File: config.mk
export PLATFORM = sky130hd
export DESIGN_NAME = gcd_job_arbiter_flat
export DESIGN_NICKNAME = d
export VERILOG_FILES = /design/src/rtl/gcd_job_arbiter_if.sv /design/src/rtl/gcd_job_arbiter.sv /design/src/flat_wrapper.sv
export SDC_FILE = /design/constraint.sdc
export NUM_CORES = 1
export LEC_CHECK = 0
export ABC_AREA = 1
export CORE_UTILIZATION = 45
export DETAILED_ROUTE_END_ITERATION = 10
export GPL_ROUTABILITY_DRIVEN = 0
export PLACE_DENSITY = 0.85
export SYNTH_ARGS = -nofsm -noshare
export SYNTH_HDL_FRONTEND = slang
export SYNTH_SLANG_ARGS = --single-unit
File: constraint.sdc
create_clock -name clk -period 2.6 [get_ports clk]
set_input_delay 0.52 -clock clk [delete_from_list [all_inputs] [get_ports clk]]
set_output_delay 0.52 -clock clk [all_outputs]
set_load 0.02 [all_outputs]
File: src/rtl/gcd_job_arbiter_if.sv
// rtl/gcd_job_arbiter_if.sv - requester and GCD engine signal bundle for gcd_job_arbiter
interface gcd_job_arbiter_if #(
   parameter int NREQ = 4,
   parameter int W    = 3
);
   // requester side
   logic [NREQ-1:0]   req;
   logic [NREQ*W-1:0] a_in;
   logic [NREQ*W-1:0] b_in;
   logic [NREQ-1:0]   gnt;
   logic [NREQ-1:0]   done;
   logic [W-1:0]      result;
   logic              err;

   // engine side
   logic              eng_start;
   logic              eng_reset;
   logic [W-1:0]      eng_ain;
   logic [W-1:0]      eng_bin;
   logic [W-1:0]      eng_out;
   logic              eng_valid;

   // requesters plus engine, as seen from outside the arbiter
   modport master (
      output req, a_in, b_in, eng_out, eng_valid,
      input  gnt, done, result, err, eng_start, eng_reset, eng_ain, eng_bin
   );

   // the arbiter itself
   modport slave (
      input  req, a_in, b_in, eng_out, eng_valid,
      output gnt, done, result, err, eng_start, eng_reset, eng_ain, eng_bin
   );
endinterface

File: src/rtl/gcd_job_arbiter.sv
// rtl/gcd_job_arbiter.sv - round-robin sharing of one subtractive GCD engine between NREQ requesters
module gcd_job_arbiter #(
   parameter int NREQ    = 4,
   parameter int W       = 3,
   parameter int TIMEOUT = 32
) (
   input  logic            clk,
   input  logic            reset,
   gcd_job_arbiter_if.slave bus
);
   localparam int IW  = (NREQ > 1) ? $clog2(NREQ) : 1;
   localparam int WDW = $clog2(TIMEOUT + 1);

   localparam logic [WDW-1:0] WD_LAST = WDW'(TIMEOUT - 1);
   localparam logic [WDW-1:0] WD_MAX  = {WDW{1'b1}};
   localparam logic [IW-1:0]  IDX_TOP = IW'(NREQ - 1);

   localparam logic [2:0] S_IDLE   = 3'd0;
   localparam logic [2:0] S_LAUNCH = 3'd1;
   localparam logic [2:0] S_WAIT   = 3'd2;
   localparam logic [2:0] S_BYPASS = 3'd3;
   localparam logic [2:0] S_DONE   = 3'd4;

   logic [2:0]     state;
   logic [IW-1:0]  rr;
   logic [IW-1:0]  idx;
   logic [W-1:0]   op_a;
   logic [W-1:0]   op_b;
   logic [WDW-1:0] wdog;

   logic [NREQ-1:0] gnt_q;
   logic [NREQ-1:0] done_q;
   logic [W-1:0]    result_q;
   logic            err_q;
   logic            eng_start_q;
   logic            eng_reset_q;
   logic [W-1:0]    eng_ain_q;
   logic [W-1:0]    eng_bin_q;

   logic            pick_valid;
   logic [IW-1:0]   pick_idx;
   logic [IW:0]     cand;
   logic [W-1:0]    pick_a;
   logic [W-1:0]    pick_b;
   logic            pick_zero;

   assign bus.gnt       = gnt_q;
   assign bus.done      = done_q;
   assign bus.result    = result_q;
   assign bus.err       = err_q;
   assign bus.eng_start = eng_start_q;
   assign bus.eng_reset = eng_reset_q;
   assign bus.eng_ain   = eng_ain_q;
   assign bus.eng_bin   = eng_bin_q;

   // Round-robin pick: scan from the farthest candidate back to rr so the
   // first active requester at or after rr (wrapping) is the one that sticks.
   always_comb begin
      pick_valid = 1'b0;
      pick_idx   = '0;
      cand       = '0;
      for (int i = NREQ - 1; i >= 0; i--) begin
         cand = {1'b0, rr} + (IW+1)'(i);
         if (cand >= (IW+1)'(NREQ)) begin
            cand = cand - (IW+1)'(NREQ);
         end
         if (bus.req[cand[IW-1:0]]) begin
            pick_valid = 1'b1;
            pick_idx   = cand[IW-1:0];
         end
      end
   end

   // Operand mux for the picked requester; zero operands are routed around the engine.
   always_comb begin
      pick_a = '0;
      pick_b = '0;
      for (int i = 0; i < NREQ; i++) begin
         if (pick_idx == IW'(i)) begin
            pick_a = bus.a_in[i*W +: W];
            pick_b = bus.b_in[i*W +: W];
         end
      end
      pick_zero = (pick_a == '0) || (pick_b == '0);
   end

   // Job FSM with registered outputs; pulses default low every cycle.
   always_ff @(posedge clk) begin
      if (reset) begin
         state       <= S_IDLE;
         rr          <= '0;
         idx         <= '0;
         op_a        <= '0;
         op_b        <= '0;
         wdog        <= '0;
         gnt_q       <= '0;
         done_q      <= '0;
         result_q    <= '0;
         err_q       <= 1'b0;
         eng_start_q <= 1'b0;
         eng_reset_q <= 1'b1;
         eng_ain_q   <= '0;
         eng_bin_q   <= '0;
      end else begin
         eng_start_q <= 1'b0;
         eng_reset_q <= 1'b0;
         done_q      <= '0;
         err_q       <= 1'b0;
         case (state)
            S_IDLE: begin
               if (pick_valid) begin
                  gnt_q           <= '0;
                  gnt_q[pick_idx] <= 1'b1;
                  idx             <= pick_idx;
                  op_a            <= pick_a;
                  op_b            <= pick_b;
                  if (pick_zero) begin
                     state <= S_BYPASS;
                  end else begin
                     // start is presented during the LAUNCH cycle together with the operands
                     state       <= S_LAUNCH;
                     eng_start_q <= 1'b1;
                     eng_ain_q   <= pick_a;
                     eng_bin_q   <= pick_b;
                  end
               end
            end
            S_LAUNCH: begin
               wdog  <= '0;
               state <= S_WAIT;
            end
            S_WAIT: begin
               wdog <= (wdog == WD_MAX) ? wdog : wdog + WDW'(1);
               if (bus.eng_valid) begin
                  // engine drops valid on the start edge, so a high valid here is this job's
                  result_q    <= bus.eng_out;
                  done_q[idx] <= 1'b1;
                  state       <= S_DONE;
               end else if (wdog == WD_LAST) begin
                  result_q    <= '0;
                  err_q       <= 1'b1;
                  eng_reset_q <= 1'b1;
                  done_q[idx] <= 1'b1;
                  state       <= S_DONE;
               end
            end
            S_BYPASS: begin
               // gcd(x,0) = x and gcd(0,0) = 0, so OR gives the answer directly
               result_q    <= op_a | op_b;
               done_q[idx] <= 1'b1;
               state       <= S_DONE;
            end
            S_DONE: begin
               gnt_q    <= '0;
               result_q <= '0;
               rr       <= (idx == IDX_TOP) ? '0 : idx + IW'(1);
               state    <= S_IDLE;
            end
            default: begin
               state <= S_IDLE;
            end
         endcase
      end
   end
endmodule
File: src/flat_wrapper.sv
// flat-port wrapper written by rule: the top's interface ports become plain ports
module gcd_job_arbiter_flat 
#(
   parameter int NREQ    = 4,
   parameter int W       = 3,
   parameter int TIMEOUT = 32
)
  (clk, reset, bus_req, bus_a_in, bus_b_in, bus_eng_out, bus_eng_valid, bus_gnt, bus_done, bus_result, bus_err, bus_eng_start, bus_eng_reset, bus_eng_ain, bus_eng_bin);
  gcd_job_arbiter_if #(.NREQ(NREQ), .W(W)) bus_i ();
  input  logic clk;
  input  logic reset;
  input wire logic [$bits(bus_i.req)-1:0] bus_req;
  input wire logic [$bits(bus_i.a_in)-1:0] bus_a_in;
  input wire logic [$bits(bus_i.b_in)-1:0] bus_b_in;
  input wire logic [$bits(bus_i.eng_out)-1:0] bus_eng_out;
  input wire logic [$bits(bus_i.eng_valid)-1:0] bus_eng_valid;
  output wire logic [$bits(bus_i.gnt)-1:0] bus_gnt;
  output wire logic [$bits(bus_i.done)-1:0] bus_done;
  output wire logic [$bits(bus_i.result)-1:0] bus_result;
  output wire logic [$bits(bus_i.err)-1:0] bus_err;
  output wire logic [$bits(bus_i.eng_start)-1:0] bus_eng_start;
  output wire logic [$bits(bus_i.eng_reset)-1:0] bus_eng_reset;
  output wire logic [$bits(bus_i.eng_ain)-1:0] bus_eng_ain;
  output wire logic [$bits(bus_i.eng_bin)-1:0] bus_eng_bin;
  assign bus_i.req = bus_req;
  assign bus_i.a_in = bus_a_in;
  assign bus_i.b_in = bus_b_in;
  assign bus_i.eng_out = bus_eng_out;
  assign bus_i.eng_valid = bus_eng_valid;
  assign bus_gnt = bus_i.gnt;
  assign bus_done = bus_i.done;
  assign bus_result = bus_i.result;
  assign bus_err = bus_i.err;
  assign bus_eng_start = bus_i.eng_start;
  assign bus_eng_reset = bus_i.eng_reset;
  assign bus_eng_ain = bus_i.eng_ain;
  assign bus_eng_bin = bus_i.eng_bin;
  gcd_job_arbiter #(.NREQ(NREQ), .W(W), .TIMEOUT(TIMEOUT)) u_core (.clk(clk), .reset(reset), .bus(bus_i));
endmodule
## After elaboration in Yosys (flattened, before gate mapping)

Cells that the tools add are included.

- Bits in registers: 39
- Input port bits: 34
- Output and inout bits: 20
- Word-level logic and storage cells: 121

- Add/sub/neg operators: 9
- $lt $le $gt $ge: 12
- Equal/unequal tests: 13
- Muxes and demuxes: 52
- Bitwise logic cells: 4
- Reductions and logical operators: 17

Operators by type and width:

| cell | number |
|---|---|
| $mux W3 | 13 |
| $mux W2 | 10 |
| $lt A2 B3 Y1 const B | 6 |
| $pmux W4 S2 | 2 |
| $mux W1 | 14 |
| $mux W4 | 3 |
| $pmux W3 S4 | 1 |
| $pmux W6 S2 | 1 |
| $reduce_and A2 Y1 | 5 |
| $ge A3 B3 Y1 const B | 3 |
| $logic_not A3 Y1 | 3 |
| $pmux W3 S3 | 1 |
| $bmux W1 S2 | 4 |
| $sub A2 B1 Y2 const B | 4 |
| $add A2 B2 Y3 const B | 2 |
| $add A6 B1 Y6 const B | 1 |
| $eq A2 B2 Y1 const B | 3 |
| $eq A3 B2 Y1 const B | 2 |
| $eq A6 B5 Y1 const B | 1 |
| $eq A6 B6 Y1 const B | 1 |
| $mux W6 | 1 |
| $demux W1 S2 | 2 |
| $ge A2 B1 Y1 const B | 2 |
| $reduce_bool A2 Y1 | 2 |
| other kinds (17) | 20 |

## Depth between registers and ports, before layout

Gate-level depths: netlist (run 1).

- Word-level depth: 19
- Mapped depth: 19
- Depth with buffers taken out: 18

## Least setup slack after synthesis (run 1)

No wires, ideal clock.

- Path kind: in2reg
- From: input bus_req[1]
- To: register u_core.eng_ain_q[2], in the netlist u_core.bus.eng_ain[2]
- Library setup time: 114 ps
- Arrival: 1886 ps
- Data required time: 2486 ps
- Setup slack: 601 ps
- Stages on the path: 17
- Path buffers: 0
- Cell sequence: inv_1 -> nand2_1 -> nand3_2 -> nand2_1 -> inv_2 -> nor2_1 -> nor2_2 -> nand2_2 -> nand2_4 -> nand2_2 -> or2_4 -> nand2_4 -> nand3_4 -> nand2_2 -> inv_1 -> nand3b_1 -> nand2_1

- Longest elaborated chain between the ends: 15
- Elaborated cells between the ends (all ways): 33
- Classes of those cells: 3 x eq/ne; 24 x mux; 1 x bitwise; 5 x reduce/logical

Ends and longest elaborated chain:

| item | line | RTL |
|---|---|---|
| from (decl) | flat_wrapper.sv:12 | `input wire logic [$bits(bus_i.req)-1:0] bus_req;` |
| $bmux W1 S2 | gcd_job_arbiter.sv:67 | `if (bus.req[cand[IW-1:0]]) begin` |
| $mux W1 (not written as such) | gcd_job_arbiter.sv:67 |  |
| $mux W2 (4 in a row) | gcd_job_arbiter.sv:67 |  |
| $logic_not A2 Y1 | gcd_job_arbiter.sv:79 | `if (pick_idx == IW'(i)) begin` |
| $mux W3 (4 in a row) | gcd_job_arbiter.sv:79 |  |
| $logic_not A3 Y1 | gcd_job_arbiter.sv:84 | `pick_zero = (pick_a == '0) \|\| (pick_b == '0);` |
| $logic_or A1 B1 Y1 | gcd_job_arbiter.sv:84 |  |
| $not A1 Y1 (no line) | -- |  |
| $reduce_and A3 Y1 (no line) | -- |  |
| to (signal assigned) | gcd_job_arbiter.sv:123 | `eng_ain_q <= pick_a;` |
| to (decl) | gcd_job_arbiter.sv:37 | `logic [W-1:0] eng_ain_q;` |

Parallel ways exist; a longest one is shown, timed or not. The select of a mux whose other input is x is not followed.
A chain may end at the register's enable or synchronous reset.

## Final worst setup path (run 1)

Ends and elaborated chain as after synthesis.

==> results.ini, run 1 <==
[pwr]
max-vdd-ir-drop_v=0.000474
netSwitchingFraction_pct=42.6
combinationalPowerShare_pct=54.6
p_switching_mw=1.27
cell_internal_pwr_mw=1.71
power_density_nw_per_um2=996
power.share.sequential_pct=28.4
total_power_mw=2.98
power.static_leakage_nw=1.34
clock_power_share_pct=17.0

[timing]
fmax_mhz=416
final_report_max_slew_violation_count=0
finalSetupViolations=0
setup_tns_ps=0
layout_min_cycle_time_ps=2410
layout_worst_path_cycle_share_pct=92.5
max-slew-margin-rel_pct=60.8
transition_time_of_the_tightest_slew_check_pin_ps=582
finalHoldViolCount=0
fin_skew_ps=7.10

[logic_synthesis]
synth_sequential_area_ratio_pct=35.4
share_of_synthesized_registers_carrying_an_async_set_or_reset_pct=0
postSynthNetCount=353
synth-warning-count=0
synth_cells=314
main_flop_type_after_synthesis=dfxtp_1
post_synth_instance_area_um2=2210
synth_cell_types=35
register_bit_total_from_synthesis=39
synth-edff-count=0
syn-mean-instance-area_um2=7.03

[clock_tree]
tritoncts=done
cts-htree-levels=2
clk_transition_reported_paths_ps=80
hold_buffers=0
clk_latency_worst_skew_pair_ps=300
clockBufferDepth=2
cts_setup_buffers=0
cts-resized-gates=0
clock_tree.root_cell=clkbuf_8
tritoncts_num_sinks=39
cts_made_buffers=5

[die]
fp.coreArea_um2=4720
num_io_pins=54
dieArea_um2=5190
chipHeight_um=72.1
number_of_cell_rows=25
die_x_extent_um=72.1
initial_utilization_pct=46.8

[drt]
post-route-drc-count=0
route.final.wire_length_um=5150
detailedRoute.firstIterationViolations=82
drt_pass_1_iters=4
vias=2220
ant_nets=0
detail_route.vias_per_cell=4.94
avgRoutedWirePerCell_um=11.5

[global_route]
antenna_found_initial=0
globalRouteTotalUtil_pct=21.9
grt.overflow.total=0
first_global_vias=2195
grt_first_pass_wirelength_um=9060
grt_start_max_net_pins=17

[cells_and_area]
final_cell_mix=clkdlybuf4s50_1 (53), inv_1 (46), nand2_1 (46), dfxtp_1 (38), nor2_1 (34)
layout_commonest_cell=clkdlybuf4s50_1
layout-drive-gt1-share_pct=16.2
filler_cell_count=408
area_growth_pct=35.7
antenna-diode-count=0
finish.net_count=420
post_layout_nonfiller_instances=449

[setup_path]
setup.worst_path.start_class=input port
critical_path_peak_fanout=6
critical_path_required_ps=2790
crit_path_end_kind=register
critPathKind=in2reg
cp_data_arrival_time_ps=2600

[hold_path]
worstHoldPathType=reg2reg

[place]
hpwlAfterDp_um=3920
placed_cells=440
port_buffers=53

[status]
status=finished clean

[job]
maxCapViolations=0

[cell families (layout without fill, tap and decap cells)]
group | after synthesis | in the layout | share of synthesized area [%]
AO/OA/AOI/OAI | 44 | 44 | 11.7
XOR/XNOR | 1 | 1 | 0.397
adder cells (fa/ha/maj) | 5 | 5 | 2.83
buffers and inverters | 64 | 131 | 12.5
flip-flops | 39 | 39 | 35.4
AND/OR/NAND/NOR | 161 | 162 | 37.2
[final cells by class]
cell class,count,area [um2],area share [%]
Inverter,56,215,7.18
Sequential cell,39,782,26.1
Clock inverter,3,43.8,1.46
Clock buffer,5,68.8,2.30
Tap cell,67,83.8,2.80
Multi-Input combinational cell,212,1160,38.8
Timing Repair Buffer,67,639,21.3
[layer usage]
metal  up-vias  wire (um)  track usage [%]
li1       1153          -                -
met1      1008       2250             25.0
met2        50       2620             39.2
met3         9        199             5.14
met4         0         80             8.93
met5         -          0                0
[worst paths after layout]
| kind | from | endpoint | slack, ps | cells after the start |
|---|---|---|---|---|
| worst max-delay path | bus_req[1] | u_core.bus.eng_ain[2] | 190 | 18 |
| worst min register to register | u_core.bus.gnt[2] | u_core.bus.gnt[2] | 460 | 2 |
| worst max register to register | u_core.rr[0] | u_core.bus.eng_ain[2] | 380 | 17 |
| worst min-delay path | u_core.bus.gnt[2] | u_core.bus.gnt[2] | 460 | 2 |
[power by group through the flow]
stage,clock [mW],sequential (mW),combinational (mW)
2_1_floorplan,0,0.927,1.02
3_5_place_dp,0,0.857,1.60
5_1_grt,0.543,0.866,1.83
4_1_cts,0.518,0.846,1.62
6_report,0.507,0.848,1.63
3_3_place_gp,0,0.852,1.56
[critical path: stages]
cell             delay (ps)
clkdlybuf4s50_1         480
inv_1                    50
nand2_1                 110
nand3_2                 110
nand2_1                 110
inv_2                    50
nor2_1                  100
nor2_2                   50
nand2_2                 100
nand2_2                 110
nand3_1                 100
nand3_1                 110
nor2_2                  170
nand3_4                 130
nand2_2                 100
inv_1                    50
nand3b_1                 90
nand2_1                  60
[metrics by stage]
stage                     util, %  cell area [um2]  hold slack, ps  worst slack (ps)
final                        63.4             3000             465               194
after global routing         63.4             3000             498             -32.1
after floorplan                 -             2210             450               601
after global placement       60.7             2870             455             -42.7
after detailed placement     60.7             2870             457              -107
after CTS                    63.1             2980             468               207
[sequential cells by signal, indices dropped and copies added, names as in the netlist]
| register | cells |
|---|---|
| u_core.bus.done | 4 |
| u_core.bus.err | 1 |
| u_core.bus.gnt | 4 |
| u_core.state | 3 |
| u_core.op_a | 3 |
| u_core.bus.result | 3 |
| u_core.idx | 2 |
| u_core.wdog | 6 |
| u_core.op_b | 3 |
| u_core.bus.eng_start | 1 |
| u_core.bus.eng_reset | 1 |
| u_core.bus.eng_bin | 3 |
| u_core.bus.eng_ain | 3 |
| u_core.rr | 2 |
[Yosys cell counts, drive strengths merged (5+ instances only)]
| master | instances | share of area [%] |
|---|---|---|
| nor2 | 39 | 7.2 |
| nand2 | 61 | 12 |
| inv | 51 | 8.9 |
| nand3b | 6 | 2.0 |
| clkinv | 5 | 0.85 |
| nand4 | 10 | 2.8 |
| ha | 5 | 2.8 |
| o21ai | 19 | 4.3 |
| buf | 6 | 2.3 |
| a21oi | 16 | 4.5 |
| nor3 | 7 | 1.6 |
| nand3 | 33 | 9.7 |
| dfxtp | 39 | 35 |
Note: power is estimated with default switching activity, not from simulation.
==> run 2: changes to the inputs <==
--- a/config.mk
+++ b/config.mk
@@ -6,6 +6,7 @@
 export NUM_CORES = 1
 export LEC_CHECK = 0
 export ABC_AREA = 1
+export CAP_MARGIN = 20
 export CORE_UTILIZATION = 45
 export DETAILED_ROUTE_END_ITERATION = 10
 export GPL_ROUTABILITY_DRIVEN = 0
==> constraint.sdc (replaced) <==
create_clock -name clk -period 2.3 [get_ports clk]
set_input_delay 0.46 -clock clk [delete_from_list [all_inputs] [get_ports clk]]
set_output_delay 0.46 -clock clk [all_outputs]
set_load 0.02 [all_outputs]
==> run 2 against run 1 <==
Net effect: clock power rose by 12%; combinational power increased by 28%; global-route usage is 0.34 points lower; non-clock buffer count is 9 higher; count of clock-buffer cells in the layout is the same; sequential share of layout area down 1.4 points; critical path depth is 1 lower; first-iteration DRC count rose by 45%; total power increased by 21%; clock skew shrank 2.2 ps; largest power group unchanged; routed wire length grew 7.9%; via count is 4.2% higher.
==> results.ini, run 2 (synthesis results as in run 1) <==
[setup_path]
critical_path_required_ps=2490
r2r_cells=17
r2r_setup_slack_ps=80
setup.worst_path.start_class=register
path_common_cell=nand2_2
critical_path_peak_fanout=6
critical_path.slowest_cell=dfxtp_4
rr_endpoint=u_core.bus.eng_ain[2]
cp_slowest_stage_delay_ps=410
crit_path_cell_trace=buf_6, nand2_2, nand3_2, nand2_2, inv_2, nor2_2, nor2_2, nand2_4, nand2_4, nand2_2, or2_4, nand2_4, nand3_4, nand2_2, inv_1, nand3b_1, nand2_1
critPathKind=reg2reg
reg2reg_from=u_core.rr[0]
cp_data_arrival_time_ps=2420
crit_path_end_kind=register

[die]
die_x_extent_um=72.1
chipHeight_um=72.1
fp.coreArea_um2=4720
initial_utilization_pct=46.8
number_of_cell_rows=25
num_io_pins=54
dieArea_um2=5190

[clock_tree]
tritoncts=done
clk_latency_worst_skew_pair_ps=290
clk_transition_reported_paths_ps=80
tritoncts_num_sinks=39
cts_made_buffers=5
cts-htree-levels=2
clockBufferDepth=2
clock_tree.root_cell=clkbuf_8

[hold_path]
hold_path_startpoint=u_core.bus.gnt[1]
worstHoldPathType=reg2reg
min_path_cells=2
hold_end=u_core.bus.gnt[1]

[timing]
setup_tns_ps=0
finalSetupViolations=0
layout_worst_path_cycle_share_pct=96.7
final_report_max_slew_violation_count=0
max-slew-margin-rel_pct=60.7
layout_min_cycle_time_ps=2220
transition_time_of_the_tightest_slew_check_pin_ps=583
fin_skew_ps=4.87
fmax_mhz=450
finalHoldViolCount=0

[pwr]
max-vdd-ir-drop_v=0.000577
power_density_nw_per_um2=1140
power.static_leakage_nw=1.45

[global_route]
grt_first_pass_wirelength_um=8870
first_global_vias=2163
globalRouteTotalUtil_pct=21.5
antenna_found_initial=0
grt_start_max_net_pins=16
grt.overflow.total=0

[drt]
detail_route.vias_per_cell=5.05
route.final.wire_length_um=5560
vias=2314
detailedRoute.firstIterationViolations=119
post-route-drc-count=0
avgRoutedWirePerCell_um=12.1
ant_nets=0
drt_pass_1_iters=4

[cells_and_area]
antenna-diode-count=0
layout.core_utilization_pct=67.4
final_cell_mix=clkdlybuf4s50_1 (49), inv_1 (46), nand2_1 (42), dfxtp_1 (37), nor2_1 (30)
max_ffs_per_register=6
area_growth_pct=44.1
max_flop_register=u_core.wdog
layout_commonest_cell=clkdlybuf4s50_1
finish.net_count=429
layout-drive-gt1-share_pct=21.5

[job]
maxCapViolations=0

[place]
port_buffers=53
hpwlAfterDp_um=3790

[status]
status=finished clean

## run 2: cell count changes in the layout (fill, tap and decap cells not counted), moves of 4 or more
cell	change
buf_4	+5
clkdlybuf4s50_1	-4
dlymetal6s2s_1	+4
nand2_1	-4
nand3_1	-4
nor2_1	-4
## run 2: area by class of cell
cell class	instances	area, um2
Tap cell	67	83.8
Fill cell	394	1540
Multi-Input combinational cell	212	1240
Sequential cell	39	786
Timing Repair Buffer	76	741
Clock inverter	3	43.8
Inverter	56	218
Clock buffer	5	68.8
## run 2: how the worst max path moves through the flow
stage / endpoint / slack, ps / from
floorplan: u_core.bus.eng_ain[2] / 360 / bus_req[1]
detailed placement: u_core.bus.eng_bin[2] / -360 / bus_req[1]
finish: u_core.bus.eng_ain[2] / 80 / u_core.rr[0]
global placement: u_core.bus.eng_bin[2] / -290 / bus_req[1]
CTS: u_core.bus.eng_bin[2] / 2 / bus_req[2]
global route: u_core.bus.eng_bin[0] / -70 / u_core.rr[0]
## run 2: report_power, final
part	switching (mW)	internal, mW	leakage (nW)
combinational	1.19	0.898	1.08
sequential	0.106	0.852	0.321
clock	0.247	0.323	0.0581
total	1.55	2.07	1.45
## run 2: per-stage QoR
stage                     setup WS, ps  total power, mW  hold slack, ps  std cells  cell area [um2]
final                             76.6             3.62             466        458             3180
after global routing             -66.1             3.90             491        458             3180
after CTS                         1.61             3.48             467        453             3060
after detailed placement          -365             2.84             455        443             2900
after global placement            -286             2.79             454        443             2900
after floorplan                    361             2.20             450        314             2210
## run 2: layer usage
metal	wire length [um]	part of all wire, %	track usage [%]	up-vias
met5	0	0	0	-
met2	2790	50	39.5	80
met1	2280	41	23.2	1055
met3	329	5.9	5.42	20
met4	159	2.9	9.80	0
li1	-	-	-	1159
## run 2: worst max-delay path: cells and delay by family, from the launching register on
| kind | cells | cell delay (ps) |
|---|---|---|
| simple gates | 14 | 1440 |
| buf+inv | 3 | 260 |
| flops | 1 | 410 |
## run 2: repair_timing
item / 4_1_cts / 5_1_grt
hold buffers: 0 / 0
cloned: 1 / 1
resized for setup: 9 / 27
pin swaps: 6 / 17
setup buffers: 1 / 4
setup endpoints to repair: 6 / 11
